### src/rtl/reset_sequencer_pkg.sv
// Shared types and sizing helpers for the board reset sequencer.
// The FSM states are IDLE, HOLD and RELEASE.
package reset_seq_pkg;

  typedef enum logic [1:0] {
    IDLE,
    HOLD,
    RELEASE
  } state_t;

  // Bits needed to hold values 0..max_val; never narrower than one bit.
  function automatic int cnt_width(input int max_val);
    return (max_val < 1) ? 1 : $clog2(max_val + 1);
  endfunction

endpackage

### src/rtl/debounce_filter.sv
// Synchronises and debounces the raw reset button.
// Emits a one-cycle press pulse when the debounced level rises.
module debounce_filter
  import reset_seq_pkg::*;
#(
  parameter int DEBOUNCE_CYCLES = 100_000,
  parameter bit BTN_ACTIVE_LOW  = 1'b1
) (
  input  logic CLK,
  input  logic RST,
  input  logic btn_i,
  output logic btn_level_o,
  output logic press_evt
);

  localparam int            CW           = cnt_width(DEBOUNCE_CYCLES);
  localparam logic [CW-1:0] DB_MAX       = CW'(DEBOUNCE_CYCLES);
  localparam logic          RELEASED_RAW = BTN_ACTIVE_LOW;

  logic [1:0]    sync;
  logic [CW-1:0] cnt;
  logic          pressed;

  // Normalise polarity so that 1 always means pressed.
  assign pressed = sync[1] ^ RELEASED_RAW;

  // NOTE: sequential state uses non-blocking assignments so every flop samples pre-edge values.
  always_ff @(posedge CLK) begin
    if (RST) begin
      sync        <= {2{RELEASED_RAW}};
      cnt         <= '0;
      btn_level_o <= 1'b0;
      press_evt   <= 1'b0;
    end else begin
      sync      <= {sync[0], btn_i};
      press_evt <= 1'b0;
      if (pressed == btn_level_o) begin
        cnt <= '0;
      end else if (cnt == DB_MAX) begin
        btn_level_o <= pressed;
        press_evt   <= pressed;
        cnt         <= '0;
      end else begin
        cnt <= cnt + CW'(1);
      end
    end
  end

endmodule

### src/rtl/reset_sequencer.sv
// Board reset generator: asserts all channels on a button press or software
// request, holds them, then releases channel 0 upward with a fixed stagger.
module reset_sequencer
  import reset_seq_pkg::*;
#(
  parameter int CHANNELS        = 4,
  parameter int DEBOUNCE_CYCLES = 100_000,
  parameter int HOLD_CYCLES     = 100_000,
  parameter int STAGGER_CYCLES  = 1000,
  parameter bit BTN_ACTIVE_LOW  = 1'b1
) (
  input  logic                CLK,
  input  logic                RST,
  input  logic                btn_i,
  input  logic                sw_req_i,
  output logic [CHANNELS-1:0] rst_o,
  output logic                busy_o,
  output logic                done_o,
  output logic                btn_level_o
);

  localparam int            HW        = cnt_width(HOLD_CYCLES);
  localparam int            SW        = cnt_width(STAGGER_CYCLES);
  localparam int            IW        = cnt_width(CHANNELS);
  localparam logic [HW-1:0] HOLD_LOAD = HW'(HOLD_CYCLES - 1);
  localparam logic [SW-1:0] STG_LOAD  = SW'(STAGGER_CYCLES - 1);
  localparam logic [IW-1:0] LAST_IDX  = IW'(CHANNELS - 1);

  state_t              state, state_next;
  logic [HW-1:0]       hold_cnt, hold_next;
  logic [SW-1:0]       stg_cnt, stg_next;
  logic [IW-1:0]       idx, idx_next;
  logic [CHANNELS-1:0] rst_next;
  logic                done_next;
  logic                press_evt;
  logic                trigger;

  debounce_filter #(
    .DEBOUNCE_CYCLES(DEBOUNCE_CYCLES),
    .BTN_ACTIVE_LOW (BTN_ACTIVE_LOW)
  ) u_debounce (
    .CLK        (CLK),
    .RST        (RST),
    .btn_i      (btn_i),
    .btn_level_o(btn_level_o),
    .press_evt  (press_evt)
  );

  assign trigger = press_evt | sw_req_i;

  // NOTE: every always_comb output gets a default first, so no path can infer a latch.
  always_comb begin
    state_next = state;
    hold_next  = hold_cnt;
    stg_next   = stg_cnt;
    idx_next   = idx;
    rst_next   = rst_o;
    done_next  = 1'b0;

    // A trigger overrides any release scheduled for this cycle.
    if (trigger) begin
      state_next = HOLD;
      hold_next  = HOLD_LOAD;
      idx_next   = '0;
      rst_next   = '1;
    end else begin
      case (state)
        IDLE: ;
        HOLD: begin
          if (hold_cnt == '0) begin
            rst_next[0] = 1'b0;
            if (CHANNELS == 1) begin
              state_next = IDLE;
              done_next  = 1'b1;
            end else begin
              state_next = RELEASE;
              idx_next   = IW'(1);
              stg_next   = STG_LOAD;
            end
          end else begin
            hold_next = hold_cnt - HW'(1);
          end
        end
        RELEASE: begin
          if (stg_cnt == '0) begin
            for (int c = 0; c < CHANNELS; c++) begin
              if (idx == IW'(c)) rst_next[c] = 1'b0;
            end
            if (idx == LAST_IDX) begin
              state_next = IDLE;
              done_next  = 1'b1;
            end else begin
              idx_next = idx + IW'(1);
              stg_next = STG_LOAD;
            end
          end else begin
            stg_next = stg_cnt - SW'(1);
          end
        end
        default: state_next = IDLE;
      endcase
    end
  end

  // Reset drops straight into a full hold so power-on runs the normal sequence.
  always_ff @(posedge CLK) begin
    if (RST) begin
      state    <= HOLD;
      hold_cnt <= HOLD_LOAD;
      stg_cnt  <= '0;
      idx      <= '0;
      rst_o    <= '1;
      busy_o   <= 1'b1;
      done_o   <= 1'b0;
    end else begin
      state    <= state_next;
      hold_cnt <= hold_next;
      stg_cnt  <= stg_next;
      idx      <= idx_next;
      rst_o    <= rst_next;
      busy_o   <= |rst_next;
      done_o   <= done_next;
    end
  end

endmodule

### config.mk
export PLATFORM = sky130hd
export DESIGN_NAME = reset_sequencer
export DESIGN_NICKNAME = d
export VERILOG_FILES = /design/src/rtl/reset_sequencer_pkg.sv /design/src/rtl/debounce_filter.sv /design/src/rtl/reset_sequencer.sv
export SDC_FILE = /design/constraint.sdc
export NUM_CORES = 1
export LEC_CHECK = 0
export CAP_MARGIN = 5
export CORE_ASPECT_RATIO = 1.5
export CORE_UTILIZATION = 30
export DETAILED_ROUTE_END_ITERATION = 8
export PLACE_DENSITY = 0.42
export SYNTH_ARGS = -nofsm -noshare
export SYNTH_HDL_FRONTEND = slang
export SYNTH_HIERARCHICAL = 1
export SYNTH_SLANG_ARGS = --single-unit
### constraint.sdc
create_clock -name CLK -period 2.7 [get_ports CLK]
set_input_delay 0.54 -clock CLK [delete_from_list [all_inputs] [get_ports CLK]]
set_output_delay 0.54 -clock CLK [all_outputs]
set_load 0.005 [all_outputs]
==> results of run 1 <==
-- per-layer routing --
metal / routed length (µm) / share of wire, %
met1: 3110 / 43
met2: 3700 / 51
met3: 136 / 1.9
met4: 249 / 3.5
met5: 0 / 0
-- cells in the final DEF (no fill, tap or decap), drive strengths merged, types with 7 or more instances in the layout --
cell	instances
nand2	32
and3	8
clkbuf	12
nor3	12
nand3	17
xor2	12
a211oi	8
dfxtp	59
nand4	16
nor4	14
a21oi	9
clkdlybuf4s50	10
a31oi	7
xnor2	19
nor2	41
o21ai	11
ha	14
inv	17
-- kinds of logic (layout without fill, tap and decap cells) --
logic type	Yosys count	after routing	synth area share (%)
AO/OA/AOI/OAI	56	56	13.1
XOR/XNOR	31	31	8.87
multiplexers	1	1	0.327
buffers and inverters	31	45	4.86
AND/OR/NAND/NOR	161	161	28.5
flip-flops	59	59	38.6
adder cells (fa/ha/maj)	14	14	5.72
-- sequential cells by signal, indices dropped and copies added (netlist names) --
signal                  cells
busy_o                      1
done_o                      1
hold_cnt                   17
idx                         3
rst_o                       4
state                       2
stg_cnt                    10
u_debounce/btn_level_o      1
u_debounce/cnt             17
u_debounce/press_evt        1
u_debounce/sync             2
-- worst max-delay path: cells and delay by family (launching register included) --
| family | cells | cell delay (ns) |
|---|---|---|
| and+or+nand+nor | 3 | 1.26 |
| DFF | 1 | 0.37 |
| AOI/OAI and AO/OA | 2 | 0.44 |
-- worst paths after layout --
check / start / to / slack [ns] / cells past startpoint
max: hold_cnt[2] / stg_cnt[2] / 0.51 / 5
min: u_debounce/sync[0] / u_debounce/sync[1] / 0.41 / 1
max reg2reg: hold_cnt[2] / stg_cnt[2] / 0.51 / 5
min reg2reg: u_debounce/sync[0] / u_debounce/sync[1] / 0.41 / 1
-- per-stage QoR --
step,util (%),hold WS [ns],std cells,cell area [µm²]
after floorplan,-,0.389,353,3060
after global placement,33.2,0.401,468,3250
after detailed placement,33.2,0.403,468,3250
after CTS,36.2,0.415,482,3550
after global routing,36.2,0.436,482,3550
final,36.2,0.411,482,3550
-- power by group through the flow --
stage	Clock [mW]	Combinational, mW	Sequential, mW
2_1_floorplan	0	0.0232	0.895
3_3_place_gp	0	0.0374	0.896
3_5_place_dp	0	0.0375	0.896
4_1_cts	1.20	0.0375	0.878
5_1_grt	1.24	0.0409	0.878
6_report	1.16	0.0366	0.878
-- cell type report --
cell class / count / area [µm²] / share of cell area (%)
multi-input cells: 263 / 1730 / 48.7
flip-flops and latches: 59 / 1180 / 33.3
clock buffers: 12 / 267 / 7.50
well taps: 115 / 144 / 4.05
repair buffers: 14 / 130 / 3.66
inverters: 17 / 63.8 / 1.80
clock inverters: 2 / 35.0 / 0.986
==> results.md, run 1 <==
* Hold Vio Cnt, Final at 0
* Gate power share at 1.8%
* First-pass GRT wire length at 12600 µm
* Slowest CP cell: nor4_4
* Cell-internal power at 1.66 mW
* Initial core utilization at 31.2%
* DRC viols at 2
* Switching part of the total power at 19.8%
* M1 GR Usage at 17.0%
* Worst-path maximum fanout at 14
* Count of mapped cells out of synthesis at 353
* Clock root buffer: clkbuf_16
* Final WS setup at 0.509 ns
* Crit path time final at 2.19 ns
* Status: finished with violations
* Setup Viol. Count Final at 0
* # diodes at 0
* Setup bufs post-CTS at 0
* Syn. warnings at 6
* Area Growth Syn to Fin at 16.0%
* Max-cap violation count at 0
* Sequential fraction of the synthesis area at 38.6%
* Number of synthesized flops with an enable pin at 0
* GRT Util Overall at 15.0%
* I/O Pins at 11
* Syn_area_per_cell at 8.67 µm²
* Worst path max stage delay at 0.48 ns
* Unique masters post-synth at 55
* DR vias at 2526
* FP Rows at 44
* Initial antenna violation count at 0
* CORE AREA at 9800 µm²
* Overall die area at 10600 µm²
* Leak at 1.23 nW
* Die Y at 126 µm
* Fill count at 1038
* Critical Path RT at 2.90 ns
* Clock buffer depth at 2
* Clk Latency, worst-skew pair at 0.33 ns
* Cells along the critical path: nor4_4 -> and4_1 -> o2bb2ai_2 -> and3_1 -> a311oi_1
* Hpwl dp at 5150 µm
* Routed WL at 7190 µm
* Final Skew at 0.00914 ns
* Final nets at 382
* Vias in the first global route at 2614
* Gr ovfl total at 0
* Port buffer count at 10
* Asr flop ratio synth at 0%
* Synth top cells by count: dfxtp_1, nor2_1, nand2_1, xnor2_1, inv_1
* Worst Setup Slack post-DPL at 0.490 ns
* Critical path capture point type: flip-flop
* FF+latch count, synth at 59
* Slew Viols, Final at 0
* CP Launch Type: flip-flop
* Grt met2 use at 25.7%
* Yosys top cell area share at 38.6%
* TritonCTS Buffers at 9
* First-pass detailed-route iteration total at 6
* Sw Pwr at 412 µW
* Htree depth at 3
* Clk network pwr share at 55.9%
* Post-synth top flop: dfxtp_1
* WL/cell at 14.9 µm
* Post-CTS Hold Buffers at 0
* Die W at 84.5 µm
* RSZ-0062 raised after global routing: false
* Slew @ Worst Pin at 0.604 ns
* Setup TNS at 0 ns
* Final Power at 2.08 mW
* Iter 0 DRT Violations at 68
* ANT nets after route at 0
* Violated checks: design-rule violations
* Max Clk Rate at 456 MHz
* Placer Congestion at 0.796
* Pwr Density at 584 nW/µm²
* PostCTS Resize Cnt at 0
* Critical path class: flip-flop to flip-flop
* Share of cells above drive strength 1 at 9.54%
* Area leader, netlist: dfxtp_1
* Synth top area cells: dfxtp_1, ha_1, xnor2_1, nor2_1, nand2_1
* GR Util met3 at 2.82%
* Reg clk slew, reported paths at 0.05 ns
* Flop pwr share at 42.3%
* Mapped cell area at 3060 µm²
* Most frequent cell after synthesis: dfxtp_1
* Maximum VDD drop at 0.359 mV
* Mapped Nets at 371
* Worst slew margin at 59.7%
* Worst Path Arrival at 2.39 ns
* Largest net degree at the start of global routing at 19
* Top Usage Layer GRT: met2
* Final period util at 81.2%
* Via density at 5.24
* Clk sink count at 59
* CTS tree: yes
* Worst hold-check path type: flip-flop to flip-flop
(Power assumes the default switching activity.)
==> inputs of run 2 (changes only) <==
Settings changed: PLACE_DENSITY 0.42 to 0.44.
Clock period 2.7 ns to 1.8 ns, I/O delays scaled along.
==> run 2 against run 1 <==
Against the previous run: the flow finishes with violations (design-rule violations, negative setup slack); total power increased by 45%; count of clock-buffer cells in the layout increased by 1; setup slack got worse by 0.66 ns; sequential share of layout area decreased by 5.7 points; wire length increased by 8.5%; final cell count increased by 14%; sequential power increased by 50%; non-clock buffer count increased by 67.
==> results.md, run 2 (synthesis results as in run 1) <==
* Final period util at 109% (+27 points)
* Worst hold-check path type: flip-flop to flip-flop
* Clk Latency, worst-skew pair at 0.33 ns (about the same)
* FP Rows at 44 (unchanged)
* Clk network pwr share at 53.2% (-2.7 points)
* Gr ovfl total at 0 (unchanged)
* Routed WL at 7800 µm (+8.5%)
* Final nets at 450 (+18%)
* Placed insts at 529 (+13%)
* Pwr Density at 700 nW/µm² (+20%)
* WL/cell at 14.2 µm (-5.1%)
* Clk sink count at 59 (unchanged)
* Vias in the first global route at 2877 (+10%)
* ANT nets after route at 0 (unchanged)
* Status: finished with violations
* Iter 0 DRT Violations at 59 (-13%)
* Switching part of the total power at 20.6% (+0.78 points)
* Design Area, Final at 4300 µm² (+21%)
* Share of cells above drive strength 1 at 30.0% (+21 points)
* Worst Hold Path EP: u_debounce/sync[1]
* Worst Setup Slack post-DPL at -0.237 ns (-0.728 ns)
* Top Registers: hold_cnt: 17 flops, u_debounce/cnt: 17 flops, stg_cnt: 10 flops
* Gate power share at 3.0% (+1.2 points)
* Cell Area, Placed at 3780 µm² (+16%)
* CP Launch Type: flip-flop
* Worst r2r dst: idx[2]
* Hold Vio Cnt, Final at 0 (unchanged)
* Cell-internal power at 2.39 mW (+43%)
* Critical path capture point type: flip-flop
* Overall die area at 10600 µm² (unchanged)
* # diodes at 0 (unchanged)
* GRT Util Overall at 16.0% (+1.0 points)
* Clock buffer depth at 2 (unchanged)
* Max-cap violation count at 0 (unchanged)
* Leak at 1.60 nW (+30%)
* Hold Path Depth at 1 (unchanged)
* Sw Pwr at 620 µW (+50%)
* Via density at 5.03 (-4.0%)
* Initial antenna violation count at 0 (unchanged)
* DRC viols at 2 (unchanged)
* Port buffer count at 10 (unchanged)
* Hold_sp: u_debounce/sync[0]
* RSZ-0062 raised after global routing: true
* Worst-path maximum fanout at 4 (-10)
* Hpwl dp at 5530 µm (+7.5%)
* Worst r2r path cells at 8 (+3)
* Final WS setup at -0.154 ns (-0.662 ns)
* Reg2reg setup slack at -0.15 ns (-0.66 ns)
* First-pass GRT wire length at 13300 µm (+5.4%)
* Maximum VDD drop at 0.480 mV (+34%)
* CTS tree: yes
* Htree depth at 3 (unchanged)
* Critical Path RT at 2.06 ns (-0.84 ns)
* Area Growth Syn to Fin at 40.4%
* Commonest non-fill, non-tap cell in the layout: buf_4
* Final Power at 3.01 mW (+45%)
* Reg clk slew, reported paths at 0.05 ns (about the same)
* CORE AREA at 9800 µm² (unchanged)
* Worst Path Arrival at 2.21 ns (-0.18 ns)
* Die W at 84.5 µm (unchanged)
* Final Skew at 0.00417 ns (-0.00497 ns)
* Worst slew margin at 73.7% (+14 points)
* Fill count at 998 (-3.9%)
* Setup Viol. Count Final at 28 (+28)
* I/O Pins at 11 (unchanged)
* Placer Congestion at 0.768 (-3.5%)
* Most frequent cells in the layout: buf_4, dfxtp_1, nor2_1
* Die Y at 126 µm (unchanged)
* Critical path class: flip-flop to flip-flop
* Slew Viols, Final at 0 (unchanged)
* Slew @ Worst Pin at 0.393 ns (-0.211 ns)
* Clock root buffer: clkbuf_16
* RR Startpoint: hold_cnt[0]
* Violated checks: design-rule violations, negative setup slack
* Hold Slack at 0.410 ns (-0.000888 ns)
* Crit path time final at 1.95 ns (-0.238 ns)
* Flop pwr share at 43.8% (+1.5 points)
* Post-CTS Hold Buffers at 0 (unchanged)
* Largest net degree at the start of global routing at 18 (-1)
* Initial core utilization at 31.2% (unchanged)
* TritonCTS Buffers at 9 (unchanged)
* Max Clk Rate at 512 MHz (+12%)
* DR vias at 2772 (+9.7%)
* Fin cells at 551 (+14%)
* First-pass detailed-route iteration total at 6 (unchanged)
-- run 2: changes by cell type in the layout (fill, tap and decap cells not counted), sizes merged --
cell,change
o2bb2ai,+1
clkinv,+1
clkbuf,+1
buf,+67
bufinv,-1
-- run 2: stage by stage --
| stage | util, % | setup TNS (ns) |
|---|---|---|
| after floorplan | - | -0.617 |
| after global placement | 38.6 | -3.42 |
| after detailed placement | 38.6 | -3.89 |
| after CTS | 43.1 | -2.38 |
| after global routing | 43.9 | -4.73 |
| final | 43.9 | -1.93 |
-- run 2: layout make-up --
| type | count | area (µm²) | share of cell area, % |
|---|---|---|---|
| clock buffer | 13 | 270 | 6.29 |
| clock inverter | 2 | 10.0 | 0.233 |
| inverter | 17 | 63.8 | 1.48 |
| multi-input combinational | 264 | 1940 | 45.1 |
| sequential | 59 | 1180 | 27.5 |
| tap | 115 | 144 | 3.35 |
| timing repair buffer | 81 | 688 | 16.0 |
-- run 2: critical path: stages (launching register included) --
cell,delay (ns)
dfxtp_2,0.32
inv_2,0.07
ha_4,0.13
or4b_4,0.49
buf_6,0.15
nor2_4,0.10
a21boi_4,0.09
or4_1,0.41
a21oi_1,0.12
-- run 2: worst max path at each step --
stage | from | to | slack, ns | cells past startpoint
after floorplan | hold_cnt[0] | idx[2] | -0.08 | 7
after global placement | hold_cnt[0] | busy_o | -0.21 | 8
after detailed placement | hold_cnt[0] | stg_cnt[2] | -0.24 | 7
after CTS | hold_cnt[0] | idx[2] | -0.15 | 8
after global routing | hold_cnt[0] | idx[2] | -0.23 | 8
final | hold_cnt[0] | idx[2] | -0.15 | 8
-- run 2: power groups by stage --
stage	logic (mW)	clock network [mW]	registers (mW)
4_1_cts	0.0888	1.66	1.32
3_3_place_gp	0.0835	0	1.34
5_1_grt	0.0987	1.71	1.31
3_5_place_dp	0.0832	0	1.34
6_report	0.0892	1.60	1.32
2_1_floorplan	0.0352	0	1.34
-- run 2: repair_timing --
action | in CTS | in global routing
gates cloned | 2 | 0
resized for setup | 20 | 15
endpoints found under the setup margin | 31 | 34
buffers inserted | 4 | 1
endpoints found under the hold margin | 0 | 0
pin swaps | 13 | 16
-- run 2: routing by layer --
layer	routed length (µm)	part of all wire [%]	track usage, %
met2	4060	52	28.2
met3	141	1.8	3.15
met5	0	0	0
met1	3320	43	17.4
met4	283	3.6	10.2
==> inputs of run 3 (changes only) <==
==> constraint.sdc (replaced) <==
create_clock -name CLK -period 1.8 [get_ports CLK]
set_input_delay 0.54 -clock CLK [delete_from_list [all_inputs] [get_ports CLK]]
set_output_delay 0.54 -clock CLK [all_outputs]
set_load 0.005 [all_outputs]
==> run 3 against run 2 <==
Against the previous run: the run still ends with design-rule violations, negative setup slack left; count of clock-buffer cells in the layout fell by 2; global-route usage fell by 0.64 points; final cell count fell by 0.18%; largest power group unchanged; highest routed layer unchanged.
==> results.md, run 3 (synthesis results as in run 1) <==
* Leak at 1.60 nW (about the same)
* Violated checks: design-rule violations, negative setup slack
* CTS tree: yes
* Switching part of the total power at 19.5% (-1.2 points)
* Wl on met1 at 3370 µm (+1.7%)
* Overall die area at 10600 µm² (unchanged)
* Final Skew at 0.00851 ns (+0.00434 ns)
* Routed WL at 7800 µm (about the same)
* # diodes at 0 (unchanged)
* DR vias at 2788 (+0.58%)
* Most frequent cells in the layout: buf_4, dfxtp_1, nor2_1
* Max-cap violation count at 0 (unchanged)
* Hpwl dp at 5560 µm (+0.52%)
* Crit path time final at 1.97 ns (+0.0143 ns)
* Worst path top cell family by delay: simple AND/OR/NAND/NOR gates
* Crit path buf inv count at 2 (unchanged)
* I/O Pins at 11 (unchanged)
* Worst path max stage delay at 0.49 ns (about the same)
* Via density at 5.07 (+0.76%)
* Htree depth at 3 (unchanged)
* Reg clk slew, reported paths at 0.06 ns (about the same)
* Slew @ Worst Pin at 0.369 ns (-0.0244 ns)
* Final period util at 109% (+0.80 points)
* Vias in the first global route at 2831 (-1.6%)
* Slowest CP cell: or4b_4
* Clk sink count at 59 (unchanged)
* TritonCTS Buffers at 9 (unchanged)
* Gate power share at 2.6% (-0.4 points)
* ANT nets after route at 0 (unchanged)
* CP Launch Type: flip-flop
* Cells along the critical path: inv_2 -> ha_4 -> or4b_4 -> buf_6 -> nor2_4 -> a21boi_4 -> or4_1 -> a21oi_1
* Fin cells at 550 (-0.18%)
* First-pass detailed-route iteration total at 8 (+2)
* Sw Pwr at 661 µW (+6.7%)
* Worst slew margin at 75.2% (+1.4 points)
* Initial antenna violation count at 0 (unchanged)
* Worst Path Arrival at 2.23 ns (+0.02 ns)
* Flop pwr share at 38.7% (-5.1 points)
* Placed insts at 525 (-0.76%)
* RSZ-0062 raised after global routing: true
* Worst Setup Slack post-DPL at -0.267 ns (-0.0299 ns)
* GRT Util Overall at 15.4% (-0.64 points)
* Worst-path maximum fanout at 4 (unchanged)
* Commonest non-fill, non-tap cell in the layout: buf_4
* Max Clk Rate at 508 MHz (-0.73%)
* Slew Viols, Final at 0 (unchanged)
* Worst hold-check path type: flip-flop to flip-flop
* Gr ovfl total at 0 (unchanged)
* Final nets at 448 (-0.44%)
* WL/cell at 14.2 µm (+0.21%)
* Met3 routed wirelength at 203 µm (+44%)
* Port buffer count at 10 (unchanged)
* CORE AREA at 9800 µm² (unchanged)
* Placer Congestion at 0.770 (+0.26%)
* Critical path class: flip-flop to flip-flop
* FP Rows at 44 (unchanged)
* Setup Viol. Count Final at 32 (+14%)
* Final Power at 3.40 mW (+13%)
* Share of cells above drive strength 1 at 29.7% (-0.39 points)
* Cell-internal power at 2.74 mW (+15%)
* Top Metal Used: met4
* Critical path capture point type: flip-flop
* Die W at 84.5 µm (unchanged)
* Routed met2 length at 4030 µm (-0.67%)
* Clk network pwr share at 58.7% (+5.5 points)
* Clock buffer depth at 2 (unchanged)
* Clock root buffer: clkbuf_16
* Largest net degree at the start of global routing at 18 (unchanged)
* DRC viols at 1 (-1)
* Iter 0 DRT Violations at 84 (+42%)
* Area Growth Syn to Fin at 39.9%
* Status: finished with violations
* Maximum VDD drop at 0.439 mV (-8.7%)
* Die Y at 126 µm (unchanged)
* Pwr Density at 794 nW/µm² (+13%)
* Final WS setup at -0.168 ns (-0.0143 ns)
* Setup TNS at -2.18 ns (-0.258 ns)
* Clk Latency, worst-skew pair at 0.33 ns (about the same)
* Top Registers: hold_cnt: 17 flops, u_debounce/cnt: 17 flops, stg_cnt: 10 flops
* First-pass GRT wire length at 12900 µm (-2.7%)
* Critical Path RT at 2.06 ns (about the same)
* Hold Vio Cnt, Final at 0 (unchanged)
* Initial core utilization at 31.2% (unchanged)
==> run 3: power groups by stage <==
stage	registers (mW)	clock network (mW)	logic (mW)
floorplan	1.34	0	0.0352
global placement	1.34	0	0.0832
detailed placement	1.34	0	0.0836
CTS	1.32	2.04	0.0881
global route	1.32	2.09	0.0947
finish	1.32	2.00	0.0872
==> run 3: area by class of cell <==
class	count	area, µm²
Clock buffer	11	243
Sequential cell	59	1190
Multi-Input combinational cell	264	1900
Fill cell	969	5520
Timing Repair Buffer	79	643
Inverter	17	63.8
Tap cell	115	144
Clock inverter	5	100
==> run 3: routing by layer <==
layer	up-vias	GRT usage [%]
met5	-	0
met4	0	7.98
met3	15	3.87
met2	44	27.8
met1	1294	16.2
li1	1435	-
==> run 3: per-stage QoR <==
stage               util, %  hold WS [ns]  area (µm²)
floorplan                 -         0.389        3120
global placement       38.0         0.399        3720
detailed placement     38.0         0.404        3720
CTS                    43.1         0.414        4220
global route           43.7         0.432        4280
finish                 43.7         0.410        4280
==> run 3: final timing paths <==
kind / startpoint / to / slack [ns] / depth (start not counted)
max: hold_cnt[0] / idx[2] / -0.17 / 8
min: u_debounce/sync[0] / u_debounce/sync[1] / 0.41 / 1
max reg2reg: hold_cnt[0] / idx[2] / -0.17 / 8
min reg2reg: u_debounce/sync[0] / u_debounce/sync[1] / 0.41 / 1
==> run 3: worst register-to-register path: cells and delay by family, from the launching register on <==
kind | cells | cell delay, ns
AO/OA/AOI/OAI | 2 | 0.21
AND/OR/NAND/NOR | 3 | 1.01
adder cells (fa/ha/maj) | 1 | 0.12
buffers and inverters | 2 | 0.22
flip-flops | 1 | 0.32
==> run 3: what timing repair did <==
item | 4_1_cts | 5_1_grt
buffers inserted | 4 | 3
endpoints found under the setup margin | 31 | 37
pin swaps | 12 | 6
gates resized for setup | 21 | 13
endpoints found under the hold margin | 0 | 0
hold buffers | 0 | 0
cloned | 2 | 0
==> variant (settings of run 3) <==
The 3 states of `state_t` get a one-hot encoding in 3 bits.
--- a/src/rtl/reset_sequencer_pkg.sv
+++ b/src/rtl/reset_sequencer_pkg.sv
@@ -3,8 +3,8 @@
 package reset_seq_pkg;
 
-  typedef enum logic [1:0] {
-    IDLE,
-    HOLD,
-    RELEASE
+  typedef enum logic [2:0] {
+    IDLE    = 3'b001,
+    HOLD    = 3'b010,
+    RELEASE = 3'b100
   } state_t;
 
Check against the original RTL: no difference found for any inputs over 10 cycles, from zero or initial values and one cycle with RST high; not proved beyond that.
==> variant against run 3 <==
The flow finishes with violations (setup timing). Hold slack lost 0.0036 ns. Worst setup slack lost 0.13 ns. Area after synthesis shrank 4.4%. Routed wire length shrank 7.9%. Cell area shrank 9.1%. Power shrank 14%. Core utilization shrank 2.1 points. Sequential cell count grew 1. Critical endpoint is now hold_cnt[2]$_SDFFE_PP1P_.
==> variant: results (changes against run 3) <==
Timing
  • Min Hold Slack: 0.406 ns (-0.00362 ns)
  • Setup violations, final: 31 (-3.1%)
  • Slew HR: 60.7% (-14 points)
  • Setup Skew: 0.00588 ns (-0.00263 ns)
  • Final worst-path setup slack: -0.303 ns (-0.135 ns)
  • TNS Setup: -7.02 ns (-4.83 ns)

Global routing
  • First-pass GRT wire length: 12.0 mm (-6.8%)
  • Met2 usage: 26.0% (-1.8 points)
  • Met3 usage: 2.73% (-1.1 points)
  • Largest net degree at the start of global routing: 18 (unchanged)
  • Gr usage total: 15.9% (+0.51 points)
  • Met1 usage: 19.0% (+2.8 points)
  • Vias in the first global route: 2585 (-8.7%)

Yosys
  • Synth unique cells: 49 (-11%)
  • Synth top area share: 41.0% (+2.5 points)
  • Leading post-synthesis cells by cell area: dfxtp_1, xor2_1, nor2_1, ha_1, nand4_1
  • Commonest cells post-synth: dfxtp_1, nor2_1, nand2_1
  • Main flop type after synthesis: dfxtp_1
  • Post-synthesis cell count: 339 (-4.0%)
  • Sequential element share of the synthesized area: 41.0% (+2.5 points)
  • Syn nets: 353 (-4.9%)

Placed design
  • Placed cell areas: 0.00359 mm² (-3.6%)
  • Placed Cells incl. Taps: 510 (-2.9%)
  • GPL Wtd Cong: 0.774 (+0.44%)
  • HPWL Detailed: 5.15 mm (-7.4%)
  • Place WS: -0.452 ns (-0.185 ns)

Pwr
  • Combinational power: 0.0708 mW (-19%)
  • VDD IR max: 0.000542 V (+24%)
  • LEAKAGE: 1.42 nW (-11%)
  • Sequential share of power: 45.7% (+7.0 points)
  • Sw Share: 21.1% (+1.6 points)
  • Comb power frac: 2.4% (-0.2 points)

Clocking
  • Setup Buffers After CTS: 0 (-4)
  • Post-cts gate resize count: 6 (-71%)
  • Worst-Skew Late Latency: 0.33 ns (about the same)
  • TritonCTS buffer count: 9 (unchanged)

Detailed routing
  • Vias: 2669 (-4.3%)
  • Routed met1 length: 3.22 mm (-4.7%)
  • TritonRoute pass-1 iters: 4 (-4)
  • DR iter-0 viols: 102 (+21%)
  • DR WL met3: 265 µm (+31%)
  • Post-Route WL: 7.18 mm (-7.9%)
  • Metal2 WL: 3.50 mm (-13%)

Worst setup path
  • CP endpoint: hold_cnt[2]$_SDFFE_PP1P_
  • Worst r2r path cells: 6 (-2)
  • Critical-path maximum fanout: 12 (+8)
  • WS Path Type: register to register
  • Reg2Reg Launch Point: hold_cnt[5]$_SDFFE_PP0P_

Worst hold path
  • Worst hold path cell count: 1 (unchanged)

Layout
  • Layout Cells excl Fill: 524 (-4.7%)
  • Fin nets: 423 (-5.6%)
  • Fill cells: 948 (-2.2%)
  • Share of layout cells above drive strength 1: 27.4% (-2.2 points)

Status
  • Failing checks: setup timing
  • Status: finished, violations left
[variant: cell families (layout without fill, tap and decap cells)]
family | after synthesis | in the layout | synth area share [%]
fa+ha+maj | 10 | 10 | 4.28
flops | 60 | 60 | 41.0
simple gates | 170 | 170 | 31.0
xor+xnor | 28 | 28 | 8.38
compound gates | 44 | 44 | 10.6
buf+inv | 27 | 100 | 4.66
[variant: final cells by class]
class / instances / area (µm²) / share of cell area, %
multi-input cells: 252 / 1660 / 42.7
clock inverters: 3 / 15.0 / 0.386
well taps: 112 / 140 / 3.60
repair buffers: 74 / 581 / 14.9
inverters: 12 / 45.0 / 1.16
clock buffers: 11 / 243 / 6.23
flip-flops and latches: 60 / 1210 / 31.0
[variant: worst max-delay path, stage by stage, from the launching register on]
cell and delay, ns:
dfxtp_1 0.31, or4_4 0.53, or4_4 0.58, buf_4 0.21, nand3_1 0.13, xor2_1 0.16
nand2_1 0.06
